### config.mk
export PLATFORM = sky130hd
export DESIGN_NAME = alu_exec_unit
export DESIGN_NICKNAME = d
export VERILOG_FILES = /design/src/rtl/alu_pkg.sv /design/src/rtl/alu_mul_seq.sv /design/src/rtl/alu_exec_unit.sv
export SDC_FILE = /design/constraint.sdc
export NUM_CORES = 1
export LEC_CHECK = 0
export BUFFER_PORTS_ARGS = -buffer_cell sky130_fd_sc_hd__buf_4
export CAP_MARGIN = 20
export CORE_ASPECT_RATIO = 1.2
export CORE_UTILIZATION = 55
export DETAILED_ROUTE_END_ITERATION = 6
export PLACE_DENSITY = 0.79
export SYNTH_ARGS = -nofsm -noshare
export SYNTH_HDL_FRONTEND = slang
export SYNTH_SLANG_ARGS = --single-unit
export TNS_END_PERCENT = 10
### constraint.sdc
create_clock -name Clock -period 5.8 [get_ports Clock]
set_input_delay 0.29 -clock Clock [delete_from_list [all_inputs] [get_ports Clock]]
set_output_delay 0.29 -clock Clock [all_outputs]
set_load 0.05 [all_outputs]
### src/rtl/alu_pkg.sv
// rtl/alu_pkg.sv - ALUContr codes, execute FSM states and width defaults shared by the execute unit and ALU control
package alu_pkg;

  localparam int DEF_DATA_W  = 24;
  localparam int DEF_SHAMT_W = 5;

  localparam logic [3:0] ALU_AND = 4'b0000;
  localparam logic [3:0] ALU_OR  = 4'b0001;
  localparam logic [3:0] ALU_ADD = 4'b0010;
  localparam logic [3:0] ALU_SLT = 4'b0011;
  localparam logic [3:0] ALU_MUL = 4'b0100;
  localparam logic [3:0] ALU_XOR = 4'b0101;
  localparam logic [3:0] ALU_SLL = 4'b0110;
  localparam logic [3:0] ALU_SUB = 4'b1010;

  typedef enum logic [1:0] {
    ST_IDLE = 2'd0,
    ST_MUL  = 2'd1,
    ST_DONE = 2'd2
  } alu_state_e;

endpackage

### src/rtl/alu_mul_seq.sv
// rtl/alu_mul_seq.sv - iterative shift-add multiplier datapath with step counter
module alu_mul_seq #(
  parameter int DATA_W = 24,
  parameter int ACC_W  = 24
) (
  input  logic              Clock,
  input  logic              Reset,
  input  logic              Load,
  input  logic [DATA_W-1:0] A,
  input  logic [DATA_W-1:0] B,
  input  logic              Step,
  output logic              Last,
  output logic [ACC_W-1:0]  Product
);

  localparam int CNT_W = $clog2(DATA_W);

  logic [ACC_W-1:0]  mcand_q;
  logic [DATA_W-1:0] mplier_q;
  logic [ACC_W-1:0]  acc_q;
  logic [ACC_W-1:0]  acc_d;
  logic [CNT_W-1:0]  cnt_q;

  // Product includes the current step so the final value is ready on the edge that leaves MUL.
  assign acc_d   = mplier_q[0] ? acc_q + mcand_q : acc_q;
  assign Product = acc_d;
  assign Last    = (cnt_q == '0);

  always_ff @(posedge Clock or negedge Reset) begin
    if (!Reset) begin
      mcand_q  <= '0;
      mplier_q <= '0;
      acc_q    <= '0;
      cnt_q    <= '0;
    end else if (Load) begin
      mcand_q  <= ACC_W'(A);
      mplier_q <= B;
      acc_q    <= '0;
      cnt_q    <= CNT_W'(DATA_W - 1);
    end else if (Step) begin
      acc_q    <= acc_d;
      mcand_q  <= mcand_q << 1;
      mplier_q <= mplier_q >> 1;
      if (cnt_q != '0) cnt_q <= cnt_q - 1'b1;
    end
  end

endmodule

### src/rtl/alu_exec_unit.sv
// rtl/alu_exec_unit.sv - execute stage: single-cycle ALU ops plus sequential multiply
// Optional ALU_MUL_HI_EN: adds ResultHi, the upper half of the double-width product.
module alu_exec_unit
  import alu_pkg::*;
#(
  parameter int DATA_W  = DEF_DATA_W,
  parameter int SHAMT_W = DEF_SHAMT_W
) (
  input  logic              Clock,
  input  logic              Reset,
  input  logic              Start,
  input  logic [3:0]        ALUContr,
  input  logic [DATA_W-1:0] A,
  input  logic [DATA_W-1:0] B,
  output logic [DATA_W-1:0] Result,
  output logic              Zero,
  output logic              Busy,
`ifdef ALU_MUL_HI_EN
  output logic [DATA_W-1:0] ResultHi,
`endif
  output logic              Done
);

`ifdef ALU_MUL_HI_EN
  localparam int ACC_W = 2 * DATA_W;
`else
  localparam int ACC_W = DATA_W;
`endif

  alu_state_e        state_q;
  logic [DATA_W-1:0] result_q;
  logic              zero_q;
  logic              busy_q;
  logic              done_q;
  logic [DATA_W-1:0] op_result_d;
  logic [SHAMT_W-1:0] shamt;
  logic              mul_load;
  logic              mul_step;
  logic              mul_last;
  logic [ACC_W-1:0]  mul_product;
`ifdef ALU_MUL_HI_EN
  logic [DATA_W-1:0] result_hi_q;
  assign ResultHi = result_hi_q;
`endif

  assign shamt    = B[SHAMT_W-1:0];
  assign mul_load = (state_q == ST_IDLE) && Start && (ALUContr == ALU_MUL);
  assign mul_step = (state_q == ST_MUL);

  // A shift of DATA_W or more shifts every bit out, giving 0 without a separate range check.
  always_comb begin
    op_result_d = '0;
    case (ALUContr)
      ALU_AND: op_result_d = A & B;
      ALU_OR:  op_result_d = A | B;
      ALU_ADD: op_result_d = A + B;
      ALU_SUB: op_result_d = A - B;
      ALU_SLT: op_result_d = DATA_W'($signed(A) < $signed(B));
      ALU_XOR: op_result_d = A ^ B;
      ALU_SLL: op_result_d = A << shamt;
      default: op_result_d = '0;
    endcase
  end

  alu_mul_seq #(
    .DATA_W (DATA_W),
    .ACC_W  (ACC_W)
  ) u_mul (
    .Clock   (Clock),
    .Reset   (Reset),
    .Load    (mul_load),
    .A       (A),
    .B       (B),
    .Step    (mul_step),
    .Last    (mul_last),
    .Product (mul_product)
  );

  always_ff @(posedge Clock or negedge Reset) begin
    if (!Reset) begin
      state_q  <= ST_IDLE;
      result_q <= '0;
      zero_q   <= 1'b0;
      busy_q   <= 1'b0;
      done_q   <= 1'b0;
`ifdef ALU_MUL_HI_EN
      result_hi_q <= '0;
`endif
    end else begin
      done_q <= 1'b0;
      case (state_q)
        ST_IDLE: begin
          if (Start) begin
            zero_q <= (A == B);
            if (ALUContr == ALU_MUL) begin
              state_q <= ST_MUL;
              busy_q  <= 1'b1;
            end else begin
              result_q <= op_result_d;
              done_q   <= 1'b1;
            end
          end
        end
        ST_MUL: begin
          if (mul_last) begin
            state_q  <= ST_DONE;
            busy_q   <= 1'b0;
            done_q   <= 1'b1;
            result_q <= mul_product[DATA_W-1:0];
`ifdef ALU_MUL_HI_EN
            result_hi_q <= mul_product[ACC_W-1:DATA_W];
`endif
          end
        end
        ST_DONE: state_q <= ST_IDLE;
        default: state_q <= ST_IDLE;
      endcase
    end
  end

  assign Result = result_q;
  assign Zero   = zero_q;
  assign Busy   = busy_q;
  assign Done   = done_q;

endmodule

==> impl_metrics.json, run 1 <==
{
  "drt_first_iter_violations": 1071,
  "synth_edf_count": 0,
  "antenna_found_initial": 0,
  "total_power_w": 0.00474,
  "worst-endpoint-required_ns": 6.03,
  "die_height_um": 156,
  "worstSetupEndpointType": "flip-flop",
  "floorplan.io_pins": 82,
  "grtUsageTotal": 0.393,
  "rows": 55,
  "first_global_vias": 10358,
  "avgViaCountPerCell": 6.57,
  "slowest_stage": "sky130_fd_sc_hd__a211oi_1",
  "gpl.final_weighted_congestion": 1.03,
  "yosys.area.top_type_share": 0.245,
  "vdd.ir_drop.worst_uv": 224,
  "ys.warnings.count": 0,
  "initial_utilization": 0.567,
  "drt.antenna.violating_nets": 0,
  "grt_start_max_net_pins": 78,
  "fillerInstances": 1762,
  "cellPowerDensity_nw_per_um2": 399,
  "synth_seq_area_share": 0.245,
  "place.detailed.hpwl_um": 29600,
  "cp_top_family": "compound AO/OA/AOI/OAI gates",
  "floorplan.core_area_um2": 19100,
  "cts_sink_cnt": 106,
  "setup_repair_after_global_routing_missed_its_margin": "false",
  "cp_slowest_stage_delay_ns": 0.61,
  "max-slew-margin-rel": 0.294,
  "antenna_cells": 0,
  "fp.dieArea_um2": 20200,
  "clockBufferDepth": 2,
  "per_cell_routed_wire_length_um": 23.3,
  "final_min_period_over_clock_period": 0.621,
  "worstSetupPathType": "in2reg",
  "power.static_leakage_nw": 5.48,
  "cp_num_buf_inv": 2,
  "synth_seq_cells": 106,
  "setup_viols_final": 0,
  "worstReg2RegEnd": "Result[20]",
  "hold_violation_count_in_the_final_report": 0,
  "run_status": "finished clean",
  "rr_worst_depth": 11,
  "ys.flop_type": "sky130_fd_sc_hd__dfrtp_1",
  "detail_route.first_pass.iterations": 6,
  "maxSlewViolCount": 0,
  "post_syn_nets": 1542,
  "yosys.area.top_type": "sky130_fd_sc_hd__dfrtp_1",
  "max_slew.worst_pin.slew_ns": 1.06,
  "critical_path_maximum_fanout": 29,
  "fin_setup_tns_ns": 0,
  "achievable_freq_ghz": 0.278,
  "cts_buffers": 9,
  "cts_tree": "built",
  "first_pass_grt_wire_length_um": 59500,
  "buffer_ports.inserted": 81,
  "path_cells": "buf_4 > clkinv_1 > ha_1 > nor3_1 > o31ai_1 > a211oi_1 > nor2_1 > o31ai_2 > a221oi_1 > a221o_1 > a21oi_1 > o221ai_1",
  "crit_path_start": "B[3]",
  "globalRoute.totalOverflow": 0,
  "drv_cap": 0,
  "route.vias.total": 10954,
  "synth_cell_type_count": 93,
  "dieWidth_um": 130,
  "drt_drc_violations_left": 0,
  "cp_data_arrival_time_ns": 3.83,
  "drive_above_1_share": 0.129,
  "finalWirelength_um": 38900,
  "async_s_r_ff_share_synth": 1.00,
  "post_cts_buffers": 0,
  "design.final.nets": 1570,
  "cts_htree_levels": 3,
  "post_synth_main_area_contributors": "sky130_fd_sc_hd__dfrtp_1 25%, sky130_fd_sc_hd__ha_1 12%, sky130_fd_sc_hd__nand2_1 7.4%",
  "min_path_type": "in2reg",
  "worst_clock_skew_ns": 0.0121,
  "avgSynthCellArea_um2": 7.84,
  "worstSkewPairLatency_ns": 0.37,
  "worst_setup_hold_path_clk_slew_ns": 0.09,
  "critical_path.reg2reg.startpoint": "u_mul.acc_q[0]",
  "final_period_minus_worst_setup_slack_ns": 3.60,
  "area_growth_syn_to_layout_pct": 9.75,
  "ff2ff_setup_slack_ns": 2.51,
  "post_synth_instance_area_um2": 10800,
  "synthCells": 1379,
  "worstSetupPathDepth": 12,
  "worst_setup_path_start_kind": "primary input",
  "critical_path.endpoint": "Result[17]",
  "root_buffer": "sky130_fd_sc_hd__clkbuf_16"
}
==> tightest hold or removal path: stages <==
cell and delay, ns:
sky130_fd_sc_hd__buf_4 0.12, sky130_fd_sc_hd__nor2_1 0.09, sky130_fd_sc_hd__a31oi_1 0.04
==> registers in the layout, indices dropped and copies added (netlist names) <==
register        cells
Busy                1
Done                1
Result             24
Zero                1
state_q             2
u_mul.acc_q        24
u_mul.cnt_q         5
u_mul.mcand_q      24
u_mul.mplier_q     24
==> how the worst min path moves through the flow <==
stage	from	to	slack (ns)	depth (start not counted)
3_5_place_dp	Reset	u_mul.mplier_q[5]	0.28	1
3_3_place_gp	Reset	u_mul.mplier_q[5]	0.28	1
5_1_grt	B[22]	u_mul.mplier_q[22]	0.20	3
6_report	B[22]	u_mul.mplier_q[22]	0.21	3
2_1_floorplan	Reset	Busy	-0.006	0
4_1_cts	B[22]	u_mul.mplier_q[22]	0.20	3
==> routing by layer <==
metal | track usage | share of wire | vias to the layer above
li1 | - | - | 5045
met1 | 0.523 | 0.41 | 5262
met2 | 0.630 | 0.46 | 543
met3 | 0.0566 | 0.076 | 104
met4 | 0.173 | 0.048 | 0
met5 | 0 | 0 | -
==> power by group <==
part	total [W]	switching (W)	internal [W]
clock network	0.000679	0.000331	0.000348
registers	0.00133	0.000268	0.00106
logic	0.00273	0.00172	0.00101
==> cells in the mapped netlist (4+ instances only) <==
cell                       number
sky130_fd_sc_hd__o211ai_1      18
sky130_fd_sc_hd__buf_4          4
sky130_fd_sc_hd__dfrtp_1      106
sky130_fd_sc_hd__o21a_1         6
sky130_fd_sc_hd__nor2_1       118
sky130_fd_sc_hd__clkbuf_1      48
sky130_fd_sc_hd__nor2b_1        6
sky130_fd_sc_hd__nand3_1       18
sky130_fd_sc_hd__a211oi_1      15
sky130_fd_sc_hd__mux2_4         4
sky130_fd_sc_hd__mux2_2        16
sky130_fd_sc_hd__o221ai_1      12
sky130_fd_sc_hd__o31ai_1       10
sky130_fd_sc_hd__nor4_1        11
sky130_fd_sc_hd__o21ai_0       72
sky130_fd_sc_hd__a21oi_1      126
sky130_fd_sc_hd__ha_1         105
sky130_fd_sc_hd__nand2b_1      12
sky130_fd_sc_hd__nand4_1       13
sky130_fd_sc_hd__o22ai_1        5
sky130_fd_sc_hd__and3_1        10
sky130_fd_sc_hd__buf_2         21
sky130_fd_sc_hd__and2_1         5
sky130_fd_sc_hd__or2_2          5
sky130_fd_sc_hd__xnor2_1       23
sky130_fd_sc_hd__nand2_1      212
sky130_fd_sc_hd__or3_1          8
sky130_fd_sc_hd__nor3_1        21
sky130_fd_sc_hd__xor2_1         9
sky130_fd_sc_hd__inv_1         83
sky130_fd_sc_hd__a21o_1        20
sky130_fd_sc_hd__mux2i_1       26
sky130_fd_sc_hd__mux4_2        12
sky130_fd_sc_hd__buf_1          9
sky130_fd_sc_hd__o21bai_1       8
sky130_fd_sc_hd__o21ai_1        5
sky130_fd_sc_hd__a22oi_1       28
sky130_fd_sc_hd__a31oi_1       45
sky130_fd_sc_hd__a221oi_1      18
==> cells by family after synthesis <==
logic type | Yosys count | share of synthesized area
adder cells (fa/ha/maj) | 108 | 0.127
flip-flops | 106 | 0.245
XOR/XNOR | 32 | 0.0259
AO/OA/AOI/OAI | 444 | 0.271
buffers and inverters | 173 | 0.0686
AND/OR/NAND/NOR | 457 | 0.188
multiplexers | 59 | 0.0737
==> cell usage in the layout (no fill, tap or decap), types with 4 or more instances in the layout <==
cell type / n
sky130_fd_sc_hd__nand2b_1: 12
sky130_fd_sc_hd__mux2i_1: 26
sky130_fd_sc_hd__o21ai_1: 5
sky130_fd_sc_hd__and3_1: 10
sky130_fd_sc_hd__ha_1: 105
sky130_fd_sc_hd__inv_1: 83
sky130_fd_sc_hd__nor2b_1: 6
sky130_fd_sc_hd__clkbuf_16: 9
sky130_fd_sc_hd__a21o_1: 20
sky130_fd_sc_hd__mux2_2: 16
sky130_fd_sc_hd__a221oi_1: 18
sky130_fd_sc_hd__nand3_1: 18
sky130_fd_sc_hd__dfrtp_1: 106
sky130_fd_sc_hd__o21bai_1: 8
sky130_fd_sc_hd__xor2_1: 9
sky130_fd_sc_hd__nand4_1: 13
sky130_fd_sc_hd__buf_4: 101
sky130_fd_sc_hd__or2_2: 5
sky130_fd_sc_hd__nor2_1: 116
sky130_fd_sc_hd__o211ai_1: 18
sky130_fd_sc_hd__nor3_1: 21
sky130_fd_sc_hd__o21ai_0: 72
sky130_fd_sc_hd__or3_1: 8
sky130_fd_sc_hd__mux2_4: 4
sky130_fd_sc_hd__a211oi_1: 15
sky130_fd_sc_hd__o221ai_1: 12
sky130_fd_sc_hd__a31oi_1: 45
sky130_fd_sc_hd__and2_1: 5
sky130_fd_sc_hd__a22oi_1: 28
sky130_fd_sc_hd__nor4_1: 9
sky130_fd_sc_hd__o21a_1: 6
sky130_fd_sc_hd__xnor2_1: 23
sky130_fd_sc_hd__a21oi_1: 126
sky130_fd_sc_hd__o31ai_1: 10
sky130_fd_sc_hd__mux4_2: 12
sky130_fd_sc_hd__nand2_1: 212
sky130_fd_sc_hd__o22ai_1: 5
==> per-stage QoR <==
stage	instance area (µm²)	cells	utilization	worst slack (ns)	hold WS [ns]
6_report	11900	1668	0.622	2.20	0.206
5_1_grt	11900	1668	0.622	2.07	0.202
4_1_cts	11800	1666	0.621	2.27	0.200
3_5_place_dp	11500	1649	0.603	1.94	0.280
3_3_place_gp	11500	1649	0.603	2.05	0.278
2_1_floorplan	10800	1379	-	2.43	-0.00559
==> cell type report <==
class | count | area, µm² | share of cell area
clock buffers | 9 | 225 | 0.0190
clock inverters | 7 | 92.6 | 0.00780
inverters | 87 | 339 | 0.0286
multi-input cells | 1100 | 7440 | 0.627
flip-flops and latches | 106 | 2650 | 0.224
well taps | 256 | 320 | 0.0270
repair buffers | 103 | 796 | 0.0671
==> timing repair <==
item,in CTS,in global routing
hold endpoints to repair,29,0
hold buffers,1,0
resized for setup,0,0
Power figures use the tool's default switching activity.
==> run 2: changes to the inputs <==
--- a/config.mk
+++ b/config.mk
@@ -10,7 +10,7 @@
 export CORE_ASPECT_RATIO = 1.2
 export CORE_UTILIZATION = 55
 export DETAILED_ROUTE_END_ITERATION = 6
-export PLACE_DENSITY = 0.79
+export PLACE_DENSITY = 0.82
 export SYNTH_ARGS = -nofsm -noshare
 export SYNTH_HDL_FRONTEND = slang
 export SYNTH_SLANG_ARGS = --single-unit
==> constraint.sdc (replaced) <==
create_clock -name Clock -period 3.09 [get_ports Clock]
set_input_delay 0.1545 -clock Clock [delete_from_list [all_inputs] [get_ports Clock]]
set_output_delay 0.1545 -clock Clock [all_outputs]
set_load 0.05 [all_outputs]
==> run 2 against run 1 <==
Critical path depth unchanged. Final cell count increased by 4.6%. Wire length increased by 0.99%. Design area increased by 4.8%. Worst hold slack got worse by 0.15 ns. Global-route usage increased by 0.35 points. Sequential share of layout area decreased by 1.0 points. Largest cell class unchanged. Flip-flop and latch count unchanged. Largest power group unchanged. Count of clock-buffer cells in the layout unchanged. Combinational power increased by 95%.
==> impl_metrics.json, run 2 (synthesized netlist as in run 1, its figures left out) <==
{
  "achievable_freq_ghz": 0.339,
  "footprint_of_the_multi_input_gates_um2": 7500,
  "area_growth_syn_to_layout_pct": 15.0,
  "drv_cap": 0,
  "first_global_vias": 10942,
  "share_clk_of_total_power": 0.130,
  "grt.met1_usage": 0.507,
  "worstSetupPathType": "reg2reg",
  "buffer_ports.inserted": 81,
  "hold_violation_count_in_the_final_report": 0,
  "fp.dieArea_um2": 20200,
  "p_seq_frac": 0.282,
  "top_usage_layer": "met2",
  "detail_route.first_pass.iterations": 6,
  "crit_path_start": "u_mul.mcand_q[0]",
  "grt_start_max_net_pins": 57,
  "avgViaCountPerCell": 6.57,
  "setup_slack_ns": 0.143,
  "power.net_switching_w": 0.00441,
  "worstSkewPairLatency_ns": 0.36,
  "worst_setup_hold_path_clk_slew_ns": 0.08,
  "power.combinational.fraction": 0.589,
  "drt.antenna.violating_nets": 0,
  "grt_util_met2": 0.627,
  "place.detailed.hpwl_um": 30300,
  "final_period_minus_worst_setup_slack_ns": 2.95,
  "floorplan.io_pins": 82,
  "run_status": "finished clean",
  "cts_tree": "built",
  "max_slew.worst_pin.slew_ns": 0.771,
  "switching_portion_of_total_power": 0.489,
  "max-slew-margin-rel": 0.482,
  "maxSlewViolCount": 0,
  "setup_viols_final": 0,
  "layout.cells.most_common": "sky130_fd_sc_hd__nand2_1",
  "first_pass_grt_wire_length_um": 60800,
  "post_cts_buffers": 0,
  "die_height_um": 156,
  "gpl.final_weighted_congestion": 1.07,
  "drive_above_1_share": 0.180,
  "min_from": "A[23]",
  "final_min_period_over_clock_period": 0.954,
  "root_buffer": "sky130_fd_sc_hd__clkbuf_16",
  "worstSetupEndpointType": "flip-flop",
  "worst_clock_skew_ns": 0.0131,
  "cellPowerDensity_nw_per_um2": 725,
  "fillerInstances": 1689,
  "drt_first_iter_violations": 1257,
  "design.final.nets": 1646,
  "setup_repair_after_global_routing_missed_its_margin": "false",
  "vdd.ir_drop.worst_uv": 439,
  "met3_usage": 0.0686,
  "initial_utilization": 0.567,
  "grtUsageTotal": 0.396,
  "min_path_type": "in2reg",
  "critical_path_maximum_fanout": 3,
  "rows": 55,
  "antenna_cells": 0,
  "pre_cts_slack_ns": -0.0929,
  "power.static_leakage_nw": 5.83,
  "cts_sink_cnt": 106,
  "total_power_w": 0.00901,
  "sequential_cell_area_um2": 2650,
  "clockBufferDepth": 2,
  "cell_internal_pwr_w": 0.00461,
  "drt_drc_violations_left": 0,
  "cts_buffers": 9,
  "globalRoute.totalOverflow": 0,
  "route.vias.total": 11461,
  "fin_setup_tns_ns": 0,
  "cts_htree_levels": 3,
  "antenna_found_initial": 0,
  "most_frequent_cells_in_the_layout": "211 x sky130_fd_sc_hd__nand2_1, 177 x sky130_fd_sc_hd__buf_4, 126 x sky130_fd_sc_hd__a21oi_1",
  "worst_setup_path_start_kind": "flip-flop",
  "cp_data_arrival_time_ns": 3.20,
  "per_cell_routed_wire_length_um": 22.5,
  "floorplan.core_area_um2": 19100,
  "worst-endpoint-required_ns": 3.34,
  "critical_path.reg2reg.startpoint": "u_mul.mcand_q[0]",
  "dieWidth_um": 130,
  "finalWirelength_um": 39300
}
run 2: per-stage QoR:
stage          area [µm²]  std cells  hold slack [ns]  utilization
2_1_floorplan       10800       1379           -0.141            -
3_3_place_gp        12100       1726            0.257        0.634
3_5_place_dp        12100       1726            0.262        0.634
4_1_cts             12400       1743           0.0555        0.650
5_1_grt             12400       1744           0.0790        0.652
6_report            12400       1744           0.0590        0.652
run 2: critical path, cell delays in order, from the launching register on:
cell and delay (ns):
sky130_fd_sc_hd__dfrtp_1 0.41, sky130_fd_sc_hd__ha_1 0.25, sky130_fd_sc_hd__fa_2 0.26, sky130_fd_sc_hd__a211oi_2 0.07
sky130_fd_sc_hd__o21ai_1 0.29, sky130_fd_sc_hd__a31oi_2 0.17, sky130_fd_sc_hd__buf_4 0.18, sky130_fd_sc_hd__o31ai_2 0.36
sky130_fd_sc_hd__a21oi_1 0.14, sky130_fd_sc_hd__xnor2_1 0.16, sky130_fd_sc_hd__a21oi_1 0.23, sky130_fd_sc_hd__o2111ai_1 0.18
sky130_fd_sc_hd__o21a_1 0.13
run 2: layer usage:
layer  wire (µm)  part of all wire  vias up
li1            -                 -     5204
met1       15300              0.39     5437
met2       17900              0.46      667
met3        3550             0.090      153
met4        2480             0.063        0
met5           0                 0        -
run 2: path summary, 6_finish.rpt:
path	end	slack (ns)	depth (start not counted)
setup reg to reg	Result[20]	0.14	12
min in group asynchronous	Result[1]	0.39	2
hold reg to reg	Result[2]	0.49	2
max in group asynchronous	u_mul.mplier_q[5]	1.92	3
hold / removal	u_mul.mcand_q[23]	0.06	3
setup / recovery	Result[20]	0.14	12
run 2: timing repair:
action / CTS / global route
gates resized for setup: 1 / 8
setup endpoints to repair: 3 / 16
endpoints found under the hold margin: 53 / 0
pin swaps: 1 / 2
cloned: 0 / 1
hold buffers: 1 / 0
run 2: power groups by stage:
stage / combinational [W] / sequential, W / clock, W
3_5_place_dp: 0.00510 / 0.00253 / 0
4_1_cts: 0.00516 / 0.00251 / 0.00117
6_report: 0.00531 / 0.00254 / 0.00117
2_1_floorplan: 0.00330 / 0.00281 / 0
3_3_place_gp: 0.00498 / 0.00251 / 0
5_1_grt: 0.00576 / 0.00260 / 0.00122
run 2: final cells by class:
type | count | share of cell area
timing repair buffer | 178 | 0.108
inverter | 87 | 0.0274
tap | 256 | 0.0258
sequential | 106 | 0.213
clock inverter | 7 | 0.00493
clock buffer | 9 | 0.0181
multi-input combinational | 1101 | 0.603
